<file path="src/rtl/ah_w2n_rr_scheduler.sv">
// Round-robin scheduler that shares one wide-to-narrow serializer between NUM_REQ requesters.
// Optional macro AH_W2N_SCHED_MSB_FIRST_EN emits beats most-significant slice first.
module ah_w2n_rr_scheduler #(
  parameter int NUM_REQ = 4,
  parameter int IN_W    = 32,
  parameter int OUT_W   = 8,
  localparam int BEATS  = IN_W / OUT_W,
  localparam int SRC_W  = (NUM_REQ > 1) ? $clog2(NUM_REQ) : 1,
  localparam int CNT_W  = (BEATS > 1) ? $clog2(BEATS) : 1
) (
  input  logic                    clk,
  input  logic                    rstn,
  input  logic [NUM_REQ*IN_W-1:0] req_data,
  input  logic [NUM_REQ-1:0]      req_valid,
  output logic [NUM_REQ-1:0]      req_ready,
  output logic [OUT_W-1:0]        out_data,
  output logic                    out_valid,
  input  logic                    out_ready,
  output logic                    out_last,
  output logic [SRC_W-1:0]        out_src,
  output logic                    busy
);

  typedef enum logic [0:0] {
    IDLE = 1'b0,
    SEND = 1'b1
  } state_t;

  state_t              state_r;
  state_t              state_nxt_s;
  logic [IN_W-1:0]     word_r;
  logic [CNT_W-1:0]    cnt_r;
  logic [SRC_W-1:0]    ptr_r;
  logic [SRC_W-1:0]    src_r;

  logic [IN_W-1:0]     words_s [NUM_REQ];
  logic [SRC_W-1:0]    scan_idx_s [NUM_REQ];
  logic [SRC_W-1:0]    grant_s;
  logic [SRC_W-1:0]    ptr_nxt_s;
  logic                found_s;
  logic                last_s;
  logic                load_s;
  logic                grant_ok_s;
  logic                beat_s;
  logic [IN_W-1:0]     shifted_s;

  for (genvar i = 0; i < NUM_REQ; i++) begin : g_words
    assign words_s[i] = req_data[i*IN_W +: IN_W];
  end

  assign last_s     = (state_r == SEND) && (cnt_r == CNT_W'(BEATS - 1));
  // rstn gates the load so no requester sees ready while reset is held
  assign load_s     = rstn && ((state_r == IDLE) || (out_ready && last_s));
  assign found_s    = |req_valid;
  assign grant_ok_s = load_s && found_s;
  assign beat_s     = (state_r == SEND) && out_ready && !last_s;

`ifdef AH_W2N_SCHED_MSB_FIRST_EN
  assign shifted_s = word_r << OUT_W;
  assign out_data  = word_r[IN_W-1 -: OUT_W];
`else
  assign shifted_s = word_r >> OUT_W;
  assign out_data  = word_r[OUT_W-1:0];
`endif

  assign out_valid = (state_r == SEND);
  assign busy      = (state_r == SEND);
  assign out_last  = last_s;
  assign out_src   = src_r;

  // Round-robin scan from ptr; descending pass so the nearest valid requester wins
  always_comb begin
    grant_s = {SRC_W{1'b0}};
    for (int k = 0; k < NUM_REQ; k++) begin
      scan_idx_s[k] = SRC_W'((int'(ptr_r) + k) % NUM_REQ);
    end
    for (int k = NUM_REQ - 1; k >= 0; k--) begin
      grant_s = req_valid[scan_idx_s[k]] ? scan_idx_s[k] : grant_s;
    end
    ptr_nxt_s = SRC_W'((int'(grant_s) + 1) % NUM_REQ);
  end

  // One-hot accept pulse for the granted requester during a load cycle
  always_comb begin
    req_ready = {NUM_REQ{1'b0}};
    if (grant_ok_s) begin
      req_ready[grant_s] = 1'b1;
    end else begin
      req_ready = {NUM_REQ{1'b0}};
    end
  end

  // Next-state decode
  always_comb begin
    state_nxt_s = state_r;
    case (state_r)
      IDLE: begin
        if (found_s) begin
          state_nxt_s = SEND;
        end else begin
          state_nxt_s = IDLE;
        end
      end
      SEND: begin
        if (out_ready && last_s) begin
          state_nxt_s = found_s ? SEND : IDLE;
        end else begin
          state_nxt_s = SEND;
        end
      end
      default: state_nxt_s = IDLE;
    endcase
  end

  // State register
  always_ff @(posedge clk or negedge rstn) begin
    if (!rstn) begin
      state_r <= IDLE;
    end else begin
      state_r <= state_nxt_s;
    end
  end

  // Word capture, beat shifting and round-robin pointer update
  always_ff @(posedge clk or negedge rstn) begin
    if (!rstn) begin
      word_r <= {IN_W{1'b0}};
      cnt_r  <= {CNT_W{1'b0}};
      ptr_r  <= {SRC_W{1'b0}};
      src_r  <= {SRC_W{1'b0}};
    end else if (grant_ok_s) begin
      word_r <= words_s[grant_s];
      cnt_r  <= {CNT_W{1'b0}};
      ptr_r  <= ptr_nxt_s;
      src_r  <= grant_s;
    end else if (load_s) begin
      word_r <= {IN_W{1'b0}};
      cnt_r  <= {CNT_W{1'b0}};
    end else if (beat_s) begin
      word_r <= shifted_s;
      cnt_r  <= cnt_r + CNT_W'(1);
    end
  end

endmodule

</file>
<file path="config.mk">
export PLATFORM = sky130hd
export DESIGN_NAME = ah_w2n_rr_scheduler
export DESIGN_NICKNAME = d
export VERILOG_FILES = /design/src/rtl/ah_w2n_rr_scheduler.sv
export SDC_FILE = /design/constraint.sdc
export NUM_CORES = 1
export LEC_CHECK = 0
export ABC_CLOCK_PERIOD_IN_PS = 2700
export CAP_MARGIN = 20
export CORE_MARGIN = 2
export CORE_UTILIZATION = 29
export DETAILED_ROUTE_END_ITERATION = 16
export SYNTH_ARGS = -nofsm -noshare
export SYNTH_HDL_FRONTEND = slang
export SYNTH_SLANG_ARGS = --single-unit
</file>
<file path="constraint.sdc">
create_clock -name clk -period 2.7 [get_ports clk]
set_clock_uncertainty 0.15 [all_clocks]
set_input_delay 0.405 -clock clk [delete_from_list [all_inputs] [get_ports clk]]
set_output_delay 0.405 -clock clk [all_outputs]
set_load 0.01 [all_outputs]
</file>
==> flow_summary.yaml <==
status:
  outcome: "finished with violations"
  violations: "negative setup slack"
place:
  place_area_sq_mm: 0.00442
  port_buffers: 151
  dp.cells: 513
  gp_congestion: 0.683
  place_hpwl_um: 6470
timing:
  max-slew-margin-rel: 0.644
  finalHoldViolations: 0
  slew_viol_final: 0
  period_share: 1.04
  rsz0062_at_grt: "yes"
  setup_violations: 1
  holdWs_ns: 0.0420
  min_period_ns: 2.80
  fin_ws_ns: -0.102
  worst_pin_slew_ns: 0.535
  max_freq_ghz: 0.357
floorplan:
  initial_core_util: 0.298
  num_rows: 35
  die_area_sq_mm: 0.0102
  die_h_um: 101
  die_w_um: 101
  core-area_sq_mm: 0.00920
  num_io_pins: 152
global_routing:
  grtUsageMet1: 0.205
  grt_pass1_vias: 2688
  globalRouteOverflowTotal: 0
  grt_max_degree: 41
  track_usage: 0.160
  met3_usage: 0.0455
  grt_pass1_wl_um: 12900
  grtUsageMet2: 0.266
  busiest_layer: "met2"
  antenna_found_initial: 0
yosys:
  synth_seq_area_share: 0.356
  synth_cell_types: 32
  avgSynthCellArea_sq_um: 10.6
  async_flop_share: 1.00
  synth_area_sq_mm: 0.00274
  synth-seq-cells: 39
  synth_fp_nets: 399
  synthCells: 259
  ys_warn_count: 0
  synth_edf_count: 0
  postSynth.topFlopCell: "dfrtp_1"
setup_path:
  path_max_fanout: 6
  worst_ep_arrival_time_ns: 2.25
  crit_path_start: "req_valid[0]"
  crit_required_ns: 2.14
  critPathLaunchType: "input pin"
  worstSetupPathType: "in -> out"
  reg2reg_from: "ptr_r[1]"
  crit_path_end_kind: "output pin"
clocking:
  insertion_delay_ns: 0.29
  cts_root_buf: "clkbuf_8"
  htreeDepth: 2
  clock_path_buffers: 2
  clk_transition_reported_paths_ns: 0.08
  cts-hold-fix-buffers: 0
  cts_buffers: 5
  cts_tree: "yes"
  clkSinkCount: 39
final_layout:
  final_cells: 526
  mostFrequentLayoutCells: "clkdlybuf4s50_1, mux2i_1, dfrtp_1"
  fillCellCount: 874
  area_growth_pct: 65.9
  layout-drive-gt1-share: 0.116
  fin_area_sq_mm: 0.00454
  antenna_cells: 0
  fin_util: 0.494
  fin_nets: 554
  layout_commonest_cell: "clkdlybuf4s50_1"
drt:
  dr.pass1.iters: 4
  vias_per_cell: 4.89
  totalWireLength_um: 8240
  drtAntennaViolNets: 0
  drc: 0
  vias: 2574
  avgRoutedWirePerCell_um: 15.7
  drt-initial-drc-count: 54
power:
  irDropWorstVdd_mv: 0.308
  pwr_density_cell_mw_per_mm2: 605
  p_leak_nw: 2.06
worst_hold_path:
  holdCritPathClass: "in -> async"
run:
  maxCapViolCount: 0
## cell type report
class,instances,area [sq um],area share
clock buffers,5,68.8,0.0152
clock inverters,3,15.0,0.00331
inverters,5,21.3,0.00468
multi-input cells,188,1590,0.351
flip-flops and latches,39,977,0.215
well taps,111,139,0.0306
repair buffers,175,1730,0.380
## synth_stat cells, types with 2 or more instances
master    count  share of area
buf_4        11          0.030
ha_1          5          0.023
and3_1        4         0.0091
mux2_2        3          0.012
mux4_2        6          0.049
o21ai_0      24          0.044
dfrtp_1      39           0.36
o22a_1       14          0.045
a22oi_1       4          0.011
clkbuf_1      8          0.011
nand2_1      23          0.032
o221ai_1     10          0.032
inv_1         4         0.0055
a21oi_1       3         0.0055
nand2b_1      2         0.0046
buf_2         6          0.011
nor2_1        4         0.0055
and2_1        2         0.0046
nand3b_1      2         0.0055
buf_1         2         0.0027
mux2i_1      72           0.26
## cells by family after synthesis
kind of cell / after synthesis / share of synthesized area
mux: 81 / 0.325
compound gates: 62 / 0.164
simple gates: 39 / 0.0658
flops: 39 / 0.356
buf+inv: 32 / 0.0626
fa+ha+maj: 5 / 0.0229
xor+xnor: 1 / 0.00320
## flip-flops by register name, indices dropped and copies added, names as in the netlist
name	count
busy	1
word_r	32
out_src	2
ptr_r	2
cnt_r	2
## worst max-delay path, cell delays in order
cell and delay (ns):
clkdlybuf4s50_1 0.48, or4_1 0.66, and3_1 0.24, clkdlybuf4s50_1 0.47
## power by group
group	internal [mW]	switching, mW
registers	0.763	0.126
logic	0.843	0.628
clock network	0.177	0.210
## layer usage
layer  up-vias  routed length [um]
li1       1275                   -
met1      1195                3680
met2        98                3890
met3         6                 581
met4         0                  82
met5         -                   0
## repair_timing
item,in CTS,in global routing
resized for setup,3,4
hold endpoints to repair,0,0
pin swaps,1,0
setup buffers,2,3
setup endpoints to repair,4,4
## path summary, 6_finish.rpt
check                          endpoint  slack (ns)  cells after the start
max                        req_ready[3]       -0.10                      4
min                                busy        0.04                      2
max reg2reg                   word_r[5]        0.32                      9
min reg2reg                  word_r[30]        0.35                      2
max in group asynchronous      ptr_r[1]        1.97                      2
min in group clk             word_r[30]        0.35                      2
## metrics by stage
| step | setup WS [ns] | TNS (ns) | total power [mW] |
|---|---|---|---|
| 4_1_cts | -0.136 | -0.271 | 2.76 |
| 2_1_floorplan | 0.157 | 0 | 1.81 |
| 3_5_place_dp | -0.257 | -2.05 | 2.35 |
| 5_1_grt | -0.191 | -0.191 | 2.94 |
| 6_report | -0.102 | -0.102 | 2.75 |
| 3_3_place_gp | -0.223 | -1.50 | 2.32 |
No activity file was read; power rests on OpenSTA's default activity.
